## config.mk

```make
export PLATFORM = sky130hd
export DESIGN_NAME = fb_scan_arbiter
export DESIGN_NICKNAME = d
export VERILOG_FILES = /design/src/rtl/fb_scan_arbiter.sv
export SDC_FILE = /design/constraint.sdc
export NUM_CORES = 1
export LEC_CHECK = 0
export BUFFER_PORTS_ARGS = -buffer_cell sky130_fd_sc_hd__clkbuf_2
export CAP_MARGIN = 20
export CORE_ASPECT_RATIO = 0.9
export CORE_MARGIN = 1.5
export CORE_UTILIZATION = 45
export CTS_CLUSTER_SIZE = 16
export DETAILED_ROUTE_END_ITERATION = 8
export GPL_TIMING_DRIVEN = 0
export PLACE_DENSITY_LB_ADDON = 0.12
export SYNTH_ARGS = -nofsm -noshare
export SYNTH_HDL_FRONTEND = slang
export SYNTH_SLANG_ARGS = --single-unit
```

## constraint.sdc

```tcl
create_clock -name clk -period 2.3 [get_ports clk]
set_input_delay 0.23 -clock clk [delete_from_list [all_inputs] [get_ports clk]]
set_output_delay 0.23 -clock clk [all_outputs]
set_load 0.005 [all_outputs]
```

## src/rtl/fb_scan_arbiter.sv

```systemverilog
// Single-port frame buffer arbiter: VGA scan-out reads own even-column slots, Sobel writes take the rest; output is 2x upscaled.
// Optional macro FB_DBUF_EN adds double buffering (bank MSB on mem_addr, swap requested by wr_frame_done).
module fb_scan_arbiter #(
  parameter int IMG_W    = 320,
  parameter int IMG_H    = 240,
  parameter int H_ACTIVE = 640,
  parameter int V_ACTIVE = 480,
  parameter int AW       = 17,
  parameter int DW       = 8
) (
  input  logic          clk,
  input  logic          rst,
  input  logic [10:0]   h_cnt,
  input  logic [9:0]    v_cnt,
  input  logic          wr_valid,
  output logic          wr_ready,
  input  logic [AW-1:0] wr_addr,
  input  logic [DW-1:0] wr_data,
`ifdef FB_DBUF_EN
  input  logic          wr_frame_done,
  output logic [AW:0]   mem_addr,
`else
  output logic [AW-1:0] mem_addr,
`endif
  output logic          mem_en,
  output logic          mem_we,
  output logic [DW-1:0] mem_wdata,
  input  logic [DW-1:0] mem_rdata,
  output logic [DW-1:0] pix_out,
  output logic          pix_de,
  output logic [15:0]   wr_stall_cnt,
  output logic          wr_oob
);

  localparam logic [10:0]   H_ACT     = 11'(H_ACTIVE);
  localparam logic [9:0]    V_ACT     = 10'(V_ACTIVE);
  localparam logic [AW-1:0] PIX_TOTAL = AW'(IMG_W * IMG_H);

  typedef enum logic {
    WAIT_FRAME = 1'b0,
    RUN        = 1'b1
  } state_t;

  state_t        r_state;
  logic          r_vis1, r_vis2;
  logic          r_even1, r_even2;
  logic          w_frame_start, w_clear;
  logic          w_visible, w_read_slot;
  logic          w_wr_acc, w_wr_oob;
  logic [AW-1:0] w_rd_addr;

  assign w_frame_start = (h_cnt == 11'd0) && (v_cnt == 10'd0);
  assign w_clear       = (r_state == RUN) && w_frame_start;
  assign w_visible     = (r_state == RUN) && (h_cnt < H_ACT) && (v_cnt < V_ACT);
  assign w_read_slot   = w_visible && !h_cnt[0];

  // Row base times 320 is (row << 8) + (row << 6); the halved counters give the 2x upscale.
  assign w_rd_addr = AW'({v_cnt[9:1], 8'd0}) + AW'({v_cnt[9:1], 6'd0}) + AW'(h_cnt[10:1]);

  // NOTE: wr_ready is gated by rst so a write offered during reset stalls instead of being lost.
  assign wr_ready = !rst && (r_state == RUN) && !w_read_slot;
  assign w_wr_acc = wr_valid && wr_ready;
  assign w_wr_oob = (wr_addr >= PIX_TOTAL);

`ifdef FB_DBUF_EN
  logic          r_front, r_swap_pending;
  logic          w_front;
  logic [AW:0]   w_rd_mem_addr, w_wr_mem_addr;

  // The read issued on the swap cycle already belongs to the new frame.
  assign w_front       = r_front ^ (w_clear && r_swap_pending);
  assign w_rd_mem_addr = {w_front, w_rd_addr};
  assign w_wr_mem_addr = {~w_front, wr_addr};

  always_ff @(posedge clk) begin
    if (rst) begin
      r_front        <= 1'b0;
      r_swap_pending <= 1'b0;
    end else if (w_clear) begin
      r_front        <= w_front;
      r_swap_pending <= wr_frame_done;
    end else if (wr_frame_done) begin
      r_swap_pending <= 1'b1;
    end
  end
`else
  logic [AW-1:0] w_rd_mem_addr, w_wr_mem_addr;

  assign w_rd_mem_addr = w_rd_addr;
  assign w_wr_mem_addr = wr_addr;
`endif

  // NOTE: all state uses non-blocking assignments so every register samples pre-edge values.
  always_ff @(posedge clk) begin
    if (rst) begin
      r_state      <= WAIT_FRAME;
      r_vis1       <= 1'b0;
      r_vis2       <= 1'b0;
      r_even1      <= 1'b0;
      r_even2      <= 1'b0;
      mem_en       <= 1'b0;
      mem_we       <= 1'b0;
      mem_addr     <= '0;
      mem_wdata    <= '0;
      pix_out      <= '0;
      pix_de       <= 1'b0;
      wr_stall_cnt <= '0;
      wr_oob       <= 1'b0;
    end else begin
      case (r_state)
        WAIT_FRAME: if (w_frame_start) r_state <= RUN;
        RUN:        r_state <= RUN;
        default:    r_state <= WAIT_FRAME;
      endcase

      mem_en <= 1'b0;
      mem_we <= 1'b0;
      if (w_read_slot) begin
        mem_en   <= 1'b1;
        mem_addr <= w_rd_mem_addr;
      end else if (w_wr_acc) begin
        if (w_wr_oob) begin
          wr_oob <= 1'b1;
        end else begin
          mem_en    <= 1'b1;
          mem_we    <= 1'b1;
          mem_addr  <= w_wr_mem_addr;
          mem_wdata <= wr_data;
        end
      end

      // Two stages cover the registered issue plus the BRAM read latency.
      r_vis1  <= w_visible;
      r_even1 <= !h_cnt[0];
      r_vis2  <= r_vis1;
      r_even2 <= r_even1;
      pix_de  <= r_vis2;
      if (!r_vis2) begin
        pix_out <= '0;
      end else if (r_even2) begin
        pix_out <= mem_rdata;
      end

      if (w_clear) begin
        wr_stall_cnt <= '0;
      end else if (wr_valid && !wr_ready && (wr_stall_cnt != 16'hFFFF)) begin
        wr_stall_cnt <= wr_stall_cnt + 16'd1;
      end
    end
  end

endmodule

```

==> flow_summary.toml <==
[finish]
areaGrowthSynthToFinish_pct = 27.8
final_cell_mix = "clkbuf_2, dfxtp_1, nor2_1, mux2i_1, a211oi_1"
diodes = 0
final_common_cell = "clkbuf_2"
nets = 522
final_layout_size_suffix_gt1_share_pct = 32.0

[clocking]
postCtsSetupBuffers = 0
cts_made_buffers = 9
clkLatencyLatePin_ns = 0.33
ctsResizeCount = 0
cts_hold_buf = 0
clk_pin_slew_ns = 0.07
htree_levels = 3
clockRootBuffer = "clkbuf_8"
clockBufferDepth = 2
cts_sinks = 58
cts_tree = "done"

[yosys]
synthDistinctLibCells = 51
ys_ff_latch = 58
synth_ff_type = "dfxtp_1"
synth_nets = 402
seq_area_frac_synth_pct = 38.4
avgSynthCellArea_um2 = 9.31
synth_warnings = 0
netlist_area_mm2 = 0.00302
synth_edf_count = 0
synthCells = 325
synthArstFlopShare_pct = 0

[timing]
fin_crit_ns = 2.18
finalSetupTns_ns = 0
worst_slew_pin_slew_ns = 0.705
fmax_mhz = 458
drv_slew = 0
rsz0062_at_grt = "no"
fin_skew_ns = 0.00906
setup_violations = 0
min_period_over_period_pct = 95.0
hold_viol_final = 0
relSlewSlack_pct = 52.6

[pwr]
power.share.sequential_pct = 47.4
p_clk_share_pct = 39.2
combPwrFrac_pct = 13.4
power_uw = 2140
pwr_density_cell_mw_per_mm2 = 553
power_leakage_uw = 0.00165
intPower_uw = 1560
p_sw_uw = 577
swShare_pct = 27.0
ir_drop_uv = 251

[worst_setup_path]
critPathMaxFanout = 3
critPathLaunchType = "input port"
endpoint_kind = "flip-flop"
reg2regPathDepth = 6
worstSetupPathType = "in2reg"
worstPathArrival_ns = 2.44
worstPathRequired_ns = 2.56

[die]
pin_count = 111
die-area_mm2 = 0.00722
rows = 28
core_mm2 = 0.00655
die_w_um = 89.4
initial_utilization_pct = 46.2
die_height_um = 80.8

[detailed_routing]
top_layer = "met4"
drt-pass1-iter-count = 4
drt_iter0_drc = 97
drtAntennaViolNets = 0
drc = 0
wl_per_cell_um = 13.7
wl_met1_um = 3460
wl_um = 7410
viasPerCell = 5.28
routed-via-count = 2849
wl_met2_um = 3550
wl_met3_um = 329

[run]
max_cap_violations = 0

[global_route]
grt_pass1_vias = 2520
grt_overflow = 0
track_usage_pct = 20.9
antenna_found_initial = 0
grt_pass1_wl_um = 11500
grt_max_degree = 12

[worst_hold_path]
whs_path_depth = 2
hold_path_class = "in2reg"

[placement]
port_buffers = 109
gp_congestion = 0.856
hpwl_um = 5730

[run_status]
outcome = "completed"
-- area by class of cell --
type                       instances  area [µm²]
buffer                            15        73.8
clock buffer                      10         138
clock inverter                     6        42.5
fill                             641        2690
inverter                          12        45.0
multi-input combinational        240        1750
sequential                        58        1160
tap                               90         113
timing repair buffer             109         546
-- metal layers --
metal  vias to the layer above  global-route usage [%]
met3                         6                    6.91
li1                       1442                       -
met2                        80                    34.7
met5                         -                       0
met1                      1321                    25.6
met4                         0                    6.31
-- power by group through the flow --
stage | registers (µW) | logic (µW) | clock network, µW
floorplan | 1040 | 178 | 0
detailed placement | 1040 | 284 | 0
global placement | 1040 | 279 | 0
finish | 1010 | 286 | 839
CTS | 1010 | 286 | 869
global route | 1010 | 315 | 925
-- registers in the layout (all words and copies together) (netlist names) --
signal,cells
mem_addr,17
wr_stall_cnt,16
mem_wdata,8
pix_out,8
mem_en,1
mem_we,1
pix_de,1
r_even1,1
r_even2,1
r_state,1
r_vis1,1
r_vis2,1
wr_oob,1
-- worst paths after layout --
| kind | end | slack (ns) | startpoint |
|---|---|---|---|
| max reg2reg | wr_stall_cnt[2] | 0.20 | wr_stall_cnt[0] |
| min | r_even1 | 0.11 | h_cnt[0] |
| min reg2reg | r_vis2 | 0.44 | r_vis1 |
| max | mem_addr[12] | 0.12 | v_cnt[3] |
-- critical path, cell delays in order --
cell and delay [ns]:
clkbuf_2 0.11, inv_1 0.06, fa_1 0.59, inv_1 0.06, ha_1 0.28, a211o_1 0.28
a21o_1 0.21, or2_4 0.22, a211o_1 0.27, a21oi_1 0.13
-- synthesized netlist by cell type, types with 4 or more instances --
master	number	area, µm²
nor2_1	41	154
clkbuf_1	7	26.3
o21a_1	4	30.0
nor4_1	6	37.5
o21ai_0	11	55.1
nand3_1	9	45.0
ha_1	17	213
dfxtp_1	58	1160
buf_2	5	25.0
nand2_1	10	37.5
xnor2_1	7	61.3
a211oi_1	19	143
nor2b_1	4	25.0
mux2i_1	31	310
nand4_1	5	31.3
a21oi_1	15	75.1
or3_1	10	62.6
inv_1	12	45.0
-- kinds of logic after synthesis --
group	count (synthesis)	share of synthesized area, %
simple gates	107	18.4
compound gates	74	17.6
flops	58	38.4
mux	32	10.6
buf+inv	27	3.93
fa+ha+maj	20	9.02
xor+xnor	7	2.03
-- per-stage QoR --
stage | hold WS, ns | std cells | instance area (µm²) | util, % | setup slack (ns)
floorplan | 0.302 | 325 | 3030 | - | 0.0285
CTS | 0.0943 | 540 | 3860 | 59.0 | 0.129
detailed placement | 0.429 | 524 | 3680 | 56.2 | -0.226
global route | 0.0921 | 540 | 3860 | 59.0 | 0.00729
finish | 0.115 | 540 | 3860 | 59.0 | 0.115
global placement | 0.420 | 524 | 3680 | 56.2 | -0.203
No activity file was read; power rests on OpenSTA's default activity.
